<file path="config.mk">
export PLATFORM = sky130hd
export DESIGN_NAME = instruction_fetch_unit
export DESIGN_NICKNAME = d
export VERILOG_FILES = /design/src/rtl/fetch_pkg.sv /design/src/rtl/fetch_queue.sv /design/src/rtl/instruction_fetch_unit.sv
export SDC_FILE = /design/constraint.sdc
export NUM_CORES = 2
export LEC_CHECK = 0
export ABC_CLOCK_PERIOD_IN_PS = 42100
export BUFFER_PORTS_ARGS = -buffer_cell sky130_fd_sc_hd__buf_2
export CAP_MARGIN = 25
export CELL_PAD_IN_SITES_DETAIL_PLACEMENT = 0
export CELL_PAD_IN_SITES_GLOBAL_PLACEMENT = 2
export CORE_ASPECT_RATIO = 1.5
export CORE_UTILIZATION = 42
export CTS_CLUSTER_DIAMETER = 50
export DETAILED_ROUTE_END_ITERATION = 10
export GPL_TIMING_DRIVEN = 1
export PLACE_DENSITY_LB_ADDON = 0.1
export SLEW_MARGIN = 20
export SYNTH_ARGS = -nofsm -noshare
export SYNTH_HDL_FRONTEND = slang
export SYNTH_SLANG_ARGS = --single-unit
</file>
<file path="constraint.sdc">
create_clock -name clk -period 42.1 [get_ports clk]
set_clock_uncertainty 0.05 [all_clocks]
set_input_delay 2.105 -clock clk [delete_from_list [all_inputs] [get_ports clk]]
set_output_delay 2.105 -clock clk [all_outputs]
set_load 0.01 [all_outputs]
</file>
<file path="src/rtl/fetch_pkg.sv">
// Shared types and constants for the instruction fetch unit.
//   fetch_entry_t : one buffered {pc, inst} pair
//   INST_W        : instruction width
//   FETCH_WIDTH   : instructions fetched / delivered per cycle
//   RESET_PC_DEFAULT : default fetch PC after reset
package fetch_pkg;

  localparam int unsigned INST_W      = 32;
  localparam int unsigned FETCH_WIDTH = 2;
  localparam logic [31:0] RESET_PC_DEFAULT = 32'h0000_0000;

  typedef struct packed {
    logic [31:0]       pc;
    logic [INST_W-1:0] inst;
  } fetch_entry_t;

endpackage

</file>
<file path="src/rtl/fetch_queue.sv">
// Circular fetch queue: writes up to two entries and exposes the two oldest entries per cycle.
// Ports:
//   clk_i, rst_i      clock, asynchronous active-high reset
//   flush_i           discard all entries (wins over push and pop)
//   push_i            write both push_data_i entries ([0] is older)
//   push_data_i       pair of entries to append
//   take_i            entries consumed this cycle; clamped to the number of valid slots
//   valid_o           slot valid: 00, 01 or 11
//   head_o            [0] = oldest entry, [1] = next; zero when the slot is invalid
//   space_o           at least two free entries (registered count <= Depth-2)
module fetch_queue
  import fetch_pkg::*;
#(
  parameter int unsigned Depth = 8
) (
  input  logic                  clk_i,
  input  logic                  rst_i,
  input  logic                  flush_i,
  input  logic                  push_i,
  input  fetch_entry_t [1:0]    push_data_i,
  input  logic [1:0]            take_i,
  output logic [1:0]            valid_o,
  output fetch_entry_t [1:0]    head_o,
  output logic                  space_o
);

  localparam int unsigned PtrW = $clog2(Depth);
  localparam int unsigned CntW = $clog2(Depth + 1);

  fetch_entry_t    mem_q [Depth];
  logic [PtrW-1:0] rd_q, rd_d, wr_q, wr_d;
  logic [CntW-1:0] count_q, count_d;
  logic [1:0]      take_eff;
  logic [PtrW-1:0] rd_p1, wr_p1;
  logic            do_push;

  // Pointers are exactly log2(Depth) bits, so +1 wraps modulo Depth for free.
  assign rd_p1   = rd_q + PtrW'(1);
  assign wr_p1   = wr_q + PtrW'(1);
  assign do_push = push_i & ~flush_i;

  assign valid_o = (count_q >= CntW'(2)) ? 2'b11 :
                   (count_q == CntW'(1)) ? 2'b01 : 2'b00;
  assign space_o = (count_q <= CntW'(Depth - 2));

  assign head_o[0] = valid_o[0] ? mem_q[rd_q]  : '0;
  assign head_o[1] = valid_o[1] ? mem_q[rd_p1] : '0;

  // Consumers may ask for more than is valid (or the illegal value 3); never pop past count.
  always_comb begin
    take_eff = 2'd0;
    if (count_q == CntW'(0)) begin
      take_eff = 2'd0;
    end else if (count_q == CntW'(1)) begin
      take_eff = (take_i != 2'd0) ? 2'd1 : 2'd0;
    end else begin
      take_eff = (take_i == 2'd3) ? 2'd2 : take_i;
    end
  end

  always_comb begin
    rd_d    = rd_q;
    wr_d    = wr_q;
    count_d = count_q;
    if (flush_i) begin
      rd_d    = '0;
      wr_d    = '0;
      count_d = '0;
    end else begin
      rd_d    = rd_q + PtrW'(take_eff);
      wr_d    = do_push ? (wr_q + PtrW'(2)) : wr_q;
      count_d = count_q + (do_push ? CntW'(2) : CntW'(0)) - CntW'(take_eff);
    end
  end

  always_ff @(posedge clk_i or posedge rst_i) begin
    if (rst_i) begin
      rd_q    <= '0;
      wr_q    <= '0;
      count_q <= '0;
      for (int i = 0; i < Depth; i++) begin
        mem_q[i] <= '0;
      end
    end else begin
      rd_q    <= rd_d;
      wr_q    <= wr_d;
      count_q <= count_d;
      if (do_push) begin
        mem_q[wr_q]  <= push_data_i[0];
        mem_q[wr_p1] <= push_data_i[1];
      end
    end
  end

endmodule

</file>
<file path="src/rtl/instruction_fetch_unit.sv">
// Instruction fetch unit: owns the fetch PC, pushes dual-word fetches into a fetch queue and
// delivers up to two in-order instructions per cycle to decode. Redirects flush the queue.
// Optional feature macro: FETCH_MISALIGN_TRAP_EN (misaligned redirect raises fetch_fault_o
// and halts fetch until the next redirect). Without it, redirect targets are word-aligned.
// Ports:
//   clk, rst        clock, asynchronous active-high reset
//   imem_pc_o       fetch PC to instruction memory
//   imem_inst_i     [0]=word at imem_pc_o, [1]=word at imem_pc_o+4 (combinational return)
//   redirect_i      taken branch/jump: flush and refetch from redirect_pc_i
//   redirect_pc_i   redirect target
//   dec_valid_o     slot valid (00, 01, 11), slot0 older
//   dec_inst_o      instruction per slot
//   dec_pc_o        PC per slot
//   dec_take_i      instructions consumed this cycle (0..2)
//   fetch_fault_o   misaligned redirect trap
module instruction_fetch_unit
  import fetch_pkg::*;
#(
  parameter logic [31:0] RESET_PC = RESET_PC_DEFAULT,
  parameter int unsigned QDEPTH   = 8
) (
  input  logic             clk,
  input  logic             rst,
  output logic [31:0]      imem_pc_o,
  input  logic [1:0][31:0] imem_inst_i,
  input  logic             redirect_i,
  input  logic [31:0]      redirect_pc_i,
  output logic [1:0]       dec_valid_o,
  output logic [1:0][31:0] dec_inst_o,
  output logic [1:0][31:0] dec_pc_o,
  input  logic [1:0]       dec_take_i,
  output logic             fetch_fault_o
);

  logic [31:0]        pc_q, pc_d;
  logic               halt;
  logic               space;
  logic               push;
  fetch_entry_t [1:0] push_data;
  fetch_entry_t [1:0] head;
  logic [31:0]        target;

`ifdef FETCH_MISALIGN_TRAP_EN
  logic fault_q, fault_d;

  assign target = redirect_pc_i;
  assign halt   = fault_q;

  // Every redirect re-evaluates the fault, so an aligned redirect clears it.
  always_comb begin
    fault_d = fault_q;
    if (redirect_i) begin
      fault_d = (redirect_pc_i[1:0] != 2'b00);
    end
  end

  always_ff @(posedge clk or posedge rst) begin
    if (rst) begin
      fault_q <= 1'b0;
    end else begin
      fault_q <= fault_d;
    end
  end

  assign fetch_fault_o = fault_q;
`else
  assign target        = redirect_pc_i & ~32'h3;
  assign halt          = 1'b0;
  assign fetch_fault_o = 1'b0;
`endif

  assign push = ~redirect_i & space & ~halt;

  assign push_data[0].pc   = pc_q;
  assign push_data[0].inst = imem_inst_i[0];
  assign push_data[1].pc   = pc_q + 32'd4;
  assign push_data[1].inst = imem_inst_i[1];

  always_comb begin
    pc_d = pc_q;
    if (redirect_i) begin
      pc_d = target;
    end else if (push) begin
      pc_d = pc_q + 32'd8;
    end
  end

  always_ff @(posedge clk or posedge rst) begin
    if (rst) begin
      pc_q <= RESET_PC;
    end else begin
      pc_q <= pc_d;
    end
  end

  assign imem_pc_o = pc_q;

  fetch_queue #(
    .Depth (QDEPTH)
  ) u_queue (
    .clk_i       (clk),
    .rst_i       (rst),
    .flush_i     (redirect_i),
    .push_i      (push),
    .push_data_i (push_data),
    .take_i      (dec_take_i),
    .valid_o     (dec_valid_o),
    .head_o      (head),
    .space_o     (space)
  );

  assign dec_pc_o[0]   = head[0].pc;
  assign dec_pc_o[1]   = head[1].pc;
  assign dec_inst_o[0] = head[0].inst;
  assign dec_inst_o[1] = head[1].inst;

endmodule

</file>
==> flow_metrics.tcl <==
set metrics [dict create \
    outcome "finished clean" \
    cts_tree "built" \
    period_share 0.163 \
    hold_path.class "register to register" \
    grt_max_degree 149 \
    vdd_drop_max_mv 0.0520 \
    cts-root-buf "clkbuf_16" \
    power_density_mw_per_mm2 84.7 \
    fp.dieW_um 218 \
    synth_edf_count 0 \
    slew_viol_final 0 \
    p_sw_mw 1.18 \
    async_reset_ff_frac 1.00 \
    hold_viol_final 0 \
    clockPowerShare 0.190 \
    grt_usage 0.286 \
    clk_pin_slew_worst_paths_ns 0.06 \
    synth_cell_types 41 \
    ys_seq_area_frac 0.460 \
    crit_path_start "u_queue.rd_q[0]$_DFF_PP0_" \
    critPathCaptureType "primary output" \
    area_growth_syn_to_layout_pct 13.2 \
    relSlewSlack 0.273 \
    h-tree-depth 2 \
    setup_tns_ns 0 \
    postCtsSetupBuffers 0 \
    die_area_mm2 0.0710 \
    via_count 23276 \
    numPortBuffers 258 \
    leakage_nw 15.1 \
    r2r-start "u_queue.count_q[3]$_DFF_PP0_" \
    synth_area_per_cell_um2 9.92 \
    combPwrFrac 0.493 \
    io_pins 264 \
    rows 118 \
    utilization 0.481 \
    drc 0 \
    grt_pass1_vias 23874 \
    hpwl_um 57500 \
    layout_commonest_cell "nand2_1" \
    drt-total-wl_um 100000 \
    numCtsBuffers 59 \
    layout_min_cycle_time_ns 6.87 \
    via_per_inst 5.79 \
    tightest_slew_ns 1.09 \
    synth_area_mm2 0.0294 \
    gr-total-overflow 0 \
    switching_share 0.420 \
    intPower_mw 1.63 \
    layout_common_cells "nand2_1, dfrtp_1, buf_2, mux4_2, o21ai_0" \
    core_mm2 0.0691 \
    multi_input_area_mm2 0.0148 \
    ys.flop_type "dfrtp_1" \
    cp-start-kind "register" \
    drtIter0Drc 2289 \
    cp.required_ns 39.94 \
    wl_per_cell_um 24.9 \
    ant_nets 0 \
    grt_pass1_wl_um 152000 \
    p_seq_frac 0.317 \
    antenna_found_initial 6 \
    crit_type "register to primary output" \
    setup_violations 0 \
    die_y_um 326 \
    postSynthCellCount 2960 \
    n_fill_cell 6593 \
    start_util 0.425 \
    cts_hold_buf 0 \
    firstDrtPassIters 8 \
    rsz0062_at_grt "no" \
    cts_resized 0 \
    synth_seq_cells 540 \
    final_nets 3189 \
    max_cap_viol_count 0 \
    clock-sinks 540 \
    max_clock_freq_ghz 0.146 \
    cts.path.max_buffers 3 \
    path_max_fanout 42 \
    gp_congestion 0.792 \
    worstSkewPairLatency_ns 0.63 \
    drive_above_1_share 0.228 \
    worstHoldStart "u_queue.mem_q[271]$_DFFE_PP0P_" \
    critPathArrivalTime_ns 4.72 \
    seq_area_mm2 0.0135 \
    yosys_warnings 0 \
]
stage by stage:
step	hold slack, ns	std cells	cell area (µm²)	total power, mW	worst slack (ns)
2_1_floorplan	0.400	2962	29400	1.82	24.85
3_3_place_gp	0.412	3903	31100	2.26	35.79
3_5_place_dp	0.427	3905	31200	2.30	35.78
4_1_cts	0.442	4012	33200	2.84	35.10
5_1_grt	0.458	4017	33200	2.99	34.97
6_report	0.438	4018	33200	2.82	35.23
power by group through the flow:
stage	logic (mW)	clock network [mW]	registers, mW
after floorplan	0.996	0	0.819
after global placement	1.38	0	0.879
after detailed placement	1.40	0	0.899
after CTS	1.41	0.547	0.890
after global routing	1.51	0.567	0.919
final	1.39	0.534	0.894
kinds of logic (layout without fill, tap and decap cells):
logic type / count (synthesis) / count (layout) / share of synthesized area
simple gates: 1433 / 1433 / 0.194
flops: 540 / 540 / 0.460
mux: 350 / 350 / 0.227
compound gates: 280 / 280 / 0.0514
buf+inv: 276 / 429 / 0.0403
xor+xnor: 61 / 61 / 0.0182
fa+ha+maj: 19 / 19 / 0.00886
other cells: 1 / 6 / 0.000128
registers in the layout, indices dropped and copies added, names as in the netlist:
register and flops:
u_queue.rd_q 3, u_queue.count_q 4, u_queue.wr_q 2, u_queue.mem_q 501, imem_pc_o 30
critical path: stages, from the launching register on:
cell and delay [ns]:
dfrtp_4 0.72, ha_4 0.77, buf_4 0.76, buf_4 0.69, mux4_2 0.60, nand2_1 0.09
a21oi_1 0.15, buf_2 0.21
layout make-up:
class                           count  area share
Antenna cell                        3    0.000226
Clock buffer                       92      0.0551
Multi-Input combinational cell   2146       0.445
Clock inverter                     15     0.00418
Sequential cell                   540       0.407
Inverter                           19     0.00237
Tap cell                          900      0.0339
Timing Repair Buffer              303      0.0524
worst paths after layout:
| kind | to | slack [ns] | cells after the start |
|---|---|---|---|
| max reg2reg | u_queue.mem_q[135]$_DFFE_PP0P_ | 38.37 | 6 |
| min | u_queue.mem_q[271]$_DFFE_PP0P_ | 0.44 | 2 |
| max in group asynchronous | imem_pc_o[10]$_DFFE_PP0N_ | 38.06 | 4 |
| min reg2reg | u_queue.mem_q[271]$_DFFE_PP0P_ | 0.44 | 2 |
| max | dec_inst_o[32] | 35.23 | 7 |
| min in group asynchronous | u_queue.mem_q[138]$_DFFE_PP0P_ | 1.55 | 2 |
routing by layer:
| metal | wire length (µm) | share of wire | GRT usage | vias up |
|---|---|---|---|---|
| met2 | 49900 | 0.50 | 0.480 | 900 |
| li1 | - | - | - | 10302 |
| met5 | 35 | 0.00035 | 0 | - |
| met4 | 2800 | 0.028 | 0.0854 | 6 |
| met1 | 40800 | 0.41 | 0.378 | 11911 |
| met3 | 6590 | 0.066 | 0.0456 | 157 |
cell usage after synthesis (all sizes together) (4+ instances only):
cell type	n	area share
mux2	37	0.014
o31ai	24	0.0061
nor3	8	0.0015
dfrtp	540	0.46
xor2	38	0.011
buf	121	0.020
nand4	21	0.0045
mux4	248	0.19
inv	19	0.0024
clkbuf	136	0.017
xnor2	23	0.0069
mux2i	65	0.022
and2	13	0.0028
and3	4	0.00085
nor2	115	0.015
nand2	1133	0.15
ha	16	0.0068
o21ai	153	0.026
a21oi	92	0.016
nand3	128	0.022
Note: power is estimated with default switching activity, not from simulation.
